===== src/rtl/uart_rx.sv =====
// uart_rx: 16x-oversampled UART receiver with a 2-flop input synchronizer, LSB-first data.
// Define UART_RX_PARITY_EN to add an even-parity bit between the data bits and the stop bit.
module uart_rx #(
    parameter int DBIT    = 8,
    parameter int SB_TICK = 16
) (
    input  logic            clk,
    input  logic            reset,
    input  logic            rx,
    input  logic            s_tick,
    output logic [DBIT-1:0] rx_dout,
    output logic            rx_done_tick,
    output logic            frame_err,
    output logic            parity_err,
`ifdef UART_RX_PARITY_EN
    output logic [2:0]      state_out
`else
    output logic [1:0]      state_out
`endif
);

    // Handshake: rx_done_tick is high for exactly one clk; rx_dout, frame_err and
    // parity_err change on that same edge and hold until the next rx_done_tick.

`ifdef UART_RX_PARITY_EN
    typedef enum logic [2:0] {
        IDLE   = 3'd0,
        START  = 3'd1,
        DATA   = 3'd2,
        PARITY = 3'd3,
        STOP   = 3'd4
    } state_t;
`else
    typedef enum logic [1:0] {
        IDLE  = 2'd0,
        START = 2'd1,
        DATA  = 2'd2,
        STOP  = 2'd3
    } state_t;
`endif

    localparam int NW = (DBIT > 1) ? $clog2(DBIT) : 1;
    localparam logic [NW-1:0] N_LAST = NW'(DBIT - 1);
    localparam logic [3:0]    S_STOP = 4'(SB_TICK - 1);

    state_t            state_reg, state_next;
    logic [3:0]        s_reg, s_next;
    logic [NW-1:0]     n_reg, n_next;
    logic [DBIT-1:0]   b_reg, b_next;
    logic [DBIT-1:0]   dout_next;
    logic              done_next;
    logic              ferr_next;
    logic              sync1, rx_s;

`ifdef UART_RX_PARITY_EN
    logic pbit_reg, pbit_next;
    logic perr_next;
`endif

    // Synchronizer flops reset high so a reset never looks like a start bit.
    always_ff @(posedge clk or posedge reset) begin
        if (reset) begin
            sync1 <= 1'b1;
            rx_s  <= 1'b1;
        end else begin
            sync1 <= rx;
            rx_s  <= sync1;
        end
    end

    always_ff @(posedge clk or posedge reset) begin
        if (reset) begin
            state_reg    <= IDLE;
            s_reg        <= '0;
            n_reg        <= '0;
            b_reg        <= '0;
            rx_dout      <= '0;
            rx_done_tick <= 1'b0;
            frame_err    <= 1'b0;
        end else begin
            state_reg    <= state_next;
            s_reg        <= s_next;
            n_reg        <= n_next;
            b_reg        <= b_next;
            rx_dout      <= dout_next;
            rx_done_tick <= done_next;
            frame_err    <= ferr_next;
        end
    end

`ifdef UART_RX_PARITY_EN
    always_ff @(posedge clk or posedge reset) begin
        if (reset) begin
            pbit_reg   <= 1'b0;
            parity_err <= 1'b0;
        end else begin
            pbit_reg   <= pbit_next;
            parity_err <= perr_next;
        end
    end
`else
    assign parity_err = 1'b0;
`endif

    always_comb begin
        state_next = state_reg;
        s_next     = s_reg;
        n_next     = n_reg;
        b_next     = b_reg;
        dout_next  = rx_dout;
        done_next  = 1'b0;
        ferr_next  = frame_err;
`ifdef UART_RX_PARITY_EN
        pbit_next  = pbit_reg;
        perr_next  = parity_err;
`endif
        case (state_reg)
            IDLE: begin
                if (!rx_s) begin
                    state_next = START;
                    s_next     = '0;
                end
            end
            START: begin
                // Mid start bit: a line already back high was only a glitch.
                if (s_tick) begin
                    if (s_reg == 4'd7) begin
                        s_next = '0;
                        if (!rx_s) begin
                            state_next = DATA;
                            n_next     = '0;
                        end else begin
                            state_next = IDLE;
                        end
                    end else begin
                        s_next = s_reg + 4'd1;
                    end
                end
            end
            DATA: begin
                if (s_tick) begin
                    if (s_reg == 4'd15) begin
                        s_next = '0;
                        b_next = {rx_s, b_reg[DBIT-1:1]};
                        if (n_reg == N_LAST) begin
`ifdef UART_RX_PARITY_EN
                            state_next = PARITY;
`else
                            state_next = STOP;
`endif
                        end else begin
                            n_next = n_reg + 1'b1;
                        end
                    end else begin
                        s_next = s_reg + 4'd1;
                    end
                end
            end
`ifdef UART_RX_PARITY_EN
            PARITY: begin
                if (s_tick) begin
                    if (s_reg == 4'd15) begin
                        s_next     = '0;
                        pbit_next  = rx_s;
                        state_next = STOP;
                    end else begin
                        s_next = s_reg + 4'd1;
                    end
                end
            end
`endif
            STOP: begin
                if (s_tick) begin
                    if (s_reg == S_STOP) begin
                        state_next = IDLE;
                        s_next     = '0;
                        dout_next  = b_reg;
                        ferr_next  = ~rx_s;
                        done_next  = 1'b1;
`ifdef UART_RX_PARITY_EN
                        perr_next  = (^b_reg) ^ pbit_reg;
`endif
                    end else begin
                        s_next = s_reg + 4'd1;
                    end
                end
            end
            default: begin
                state_next = IDLE;
                s_next     = '0;
            end
        endcase
    end

    assign state_out = state_reg;

endmodule

===== config.mk =====
export PLATFORM = sky130hd
export DESIGN_NAME = uart_rx
export DESIGN_NICKNAME = d
export VERILOG_FILES = /design/src/rtl/uart_rx.sv
export SDC_FILE = /design/constraint.sdc
export NUM_CORES = 1
export LEC_CHECK = 0
export CORE_MARGIN = 2
export CORE_UTILIZATION = 54
export CTS_BUF_LIST = sky130_fd_sc_hd__clkbuf_16
export CTS_CLUSTER_DIAMETER = 80
export DETAILED_ROUTE_END_ITERATION = 8
export PLACE_DENSITY_LB_ADDON = 0.15
export SYNTH_ARGS = -nofsm -noshare
export SYNTH_HDL_FRONTEND = slang
export SYNTH_SLANG_ARGS = --single-unit

===== constraint.sdc =====
create_clock -name clk -period 2.15 [get_ports clk]
set_input_delay 0.215 -clock clk [delete_from_list [all_inputs] [get_ports clk]]
set_output_delay 0.215 -clock clk [all_outputs]
set_load 0.05 [all_outputs]

==> impl_results.md <==
- Outcome: completed
- Setup CP Type: flop to output port
- Max FO, Critical Path: 11
- Final slew viol count: 0
- Total iterations of the first detailed-routing run: 4
- Leak Pwr: just over 0.8 nW
- Crit path capture type: output port
- Crit path buf inv count: 1
- Fin util: between 60 and 70%
- Yosys cell types: a little over 40
- FILL cells: about 170
- Maxcap violations: 0
- Hpwl dp: 1720 um
- H-tree levels: 2
- Routed Antenna Nets: 0
- Die height: between 50 and 60 um
- Final number of hold-violating endpoints: 0
- Critical path's slowest cell: clkdlybuf4s50_1
- Worst-path clk slew: roughly 0.050 ns
- GRT Total Usage: 19.5%
- Core area: approximately 2500 um2
- Port Buffers: 15
- Most common cell after layout, fill and taps aside: dfrtp_1
- CP max stage delay: slightly below 0.9 ns
- Clk root buf: clkbuf_16
- CP top delay family: buffers and inverters
- Final setup vio count: 0
- Slew HR: 66.8%
- # nets final: approximately 140
- Register area share after synthesis: 50.7%
- Die W: ~56 um
- Worst-case clock buffer depth: 2
- Ys flop type: dfrtp_1
- Global route overflow: 0
- 1st-iter DRT viols: 16
- Area delta synth->final: 20.1%
- Post-synth net total: around 120
- # resized after CTS: 0
- Die area: 3090 um2
- Critical Path Source: state_out[0]
- Yosys reg bits: 29
- Number of buffers created by CTS: 5
- P per Cell Area: about 1200 nW/um2
- Fmax: around 0.51 GHz
- Nature of the critical path startpoint: flop
- N_diodes: 0
- Post-synth EDFFs: 0
- Setup Skew: about 0.0028 ns
- RR Startpoint: s_reg[1]
- Commonest cells after routing, fill and taps aside: dfrtp_1 (27), clkdlybuf4s50_1 (15), inv_1 (9)
- Worst Hold Class: primary input to async pin
- Rows: 18
- Yosys warning total: 0
- Initial Util: between 50% and 60%
- Routed WL per cell: between 15 and 20 um
- Initial antenna violation count: 0
- Final wirelength: about 2500 um
- Crit-path cells: clkdlybuf4s50_1
- Vias in the first global route: 992
- Hold Worst Slack: 0.319 ns
- Peak VDD IR: 1.03 mV
- Largest net degree at the start of global routing: 30
- Setup Buffers After CTS: 0
- Final period util: about nine tenths
- Required time of the critical path: just under 2 ns
- Clk Latency, worst-skew pair: roughly 0.27 ns
- Mapped Area: around 1400 um2
- First-pass GRT wire length: 4610 um
- Via count: ~950
- CTS tree: built
- # hold bufs at CTS: 0
- Crit path DAT: ~1.8 ns
- Clock sinks: 29
- Avg Synthesized Cell Area: roughly 13 um2
- Post-Syn Instances: 112
- Drt drc: 0
- Setup repair after global routing missed its margin: no
- Via density: ~6
- Layout cell share with drive strength beyond 1: between 10% and 20%
- Min cycle time layout: 1.97 ns
- Final TNS setup: 0 ns
- Asr flop ratio synth: 100%
- IO Count: 17
- Gpl congestion: 0.845
- Worst-Margin Slew: around 0.50 ns
==> synth_stat cells (2+ instances only) <==
master	number	share of area (%)
a22o_1	2	1.2
nor2_1	4	1.0
and3_4	2	1.6
nand3_1	5	1.7
a22oi_1	2	1.0
a21o_1	2	1.0
dfrtp_1	27	47
nand4bb_1	2	1.6
mux2_4	8	8.4
nand2_1	4	1.0
dfstp_2	2	3.7
ha_1	3	2.6
buf_2	4	1.4
buf_4	2	1.0
o211ai_1	2	1.0
o21ai_1	2	0.70
mux2_1	8	6.3
inv_1	6	1.6
a311oi_1	2	1.2
nand4_1	2	0.87
==> through the flow <==
| stage | area (um2) | std cells | power (mW) | setup WS [ns] |
|---|---|---|---|---|
| floorplan | 1440 | 112 | 1.30 | 0.431 |
| global placement | 1590 | 152 | 1.43 | 0.371 |
| detailed placement | 1590 | 152 | 1.46 | 0.328 |
| CTS | 1730 | 160 | 2.10 | 0.185 |
| global route | 1730 | 160 | 2.22 | 0.129 |
| finish | 1730 | 160 | 2.09 | 0.179 |
==> routing by layer <==
layer  global-route usage [%]  vias up  wire length, um
met5                        0        -                0
met4                     10.1        0               42
met3                     6.28        6              119
met2                     29.4       26             1170
met1                     25.2      468             1220
li1                         -      445                -
==> worst paths after layout <==
| kind | end | cells after the start | slack, ns |
|---|---|---|---|
| max reg2reg | b_reg[6] | 4 | 0.32 |
| min | n_reg[2] | 3 | 0.32 |
| min in group clk | sync1 | 1 | 0.35 |
| max in group asynchronous | rx_s | 3 | 1.52 |
| min reg2reg | rx_s | 0 | 0.36 |
| max | state_out[0] | 1 | 0.18 |
==> final cells by class <==
class                      count  area, um2  share of cell area, %
sequential                    29        728                   42.2
multi-input combinational     70        636                   36.8
timing repair buffer          17        165                   9.57
clock buffer                   5        125                   7.25
tap                           30       37.5                   2.18
inverter                       6       22.5                   1.31
clock inverter                 3       11.3                  0.653
==> power by group <==
| part | switching [mW] | internal, mW | total, mW |
|---|---|---|---|
| registers | 0.184 | 0.638 | 0.822 |
| clock network | 0.215 | 0.413 | 0.628 |
| logic | 0.345 | 0.292 | 0.637 |
==> kinds of logic (layout without fill, tap and decap cells) <==
logic type / after synthesis / count (layout) / share of synthesized area, %
xor+xnor: 2 / 2 / 1.22
compound gates: 21 / 21 / 11.6
fa+ha+maj: 3 / 3 / 2.61
buf+inv: 13 / 31 / 5.05
other cells: 1 / 1 / 0.261
flops: 29 / 29 / 50.7
mux: 17 / 17 / 15.3
simple gates: 26 / 26 / 13.2
(Power assumes the default switching activity.)
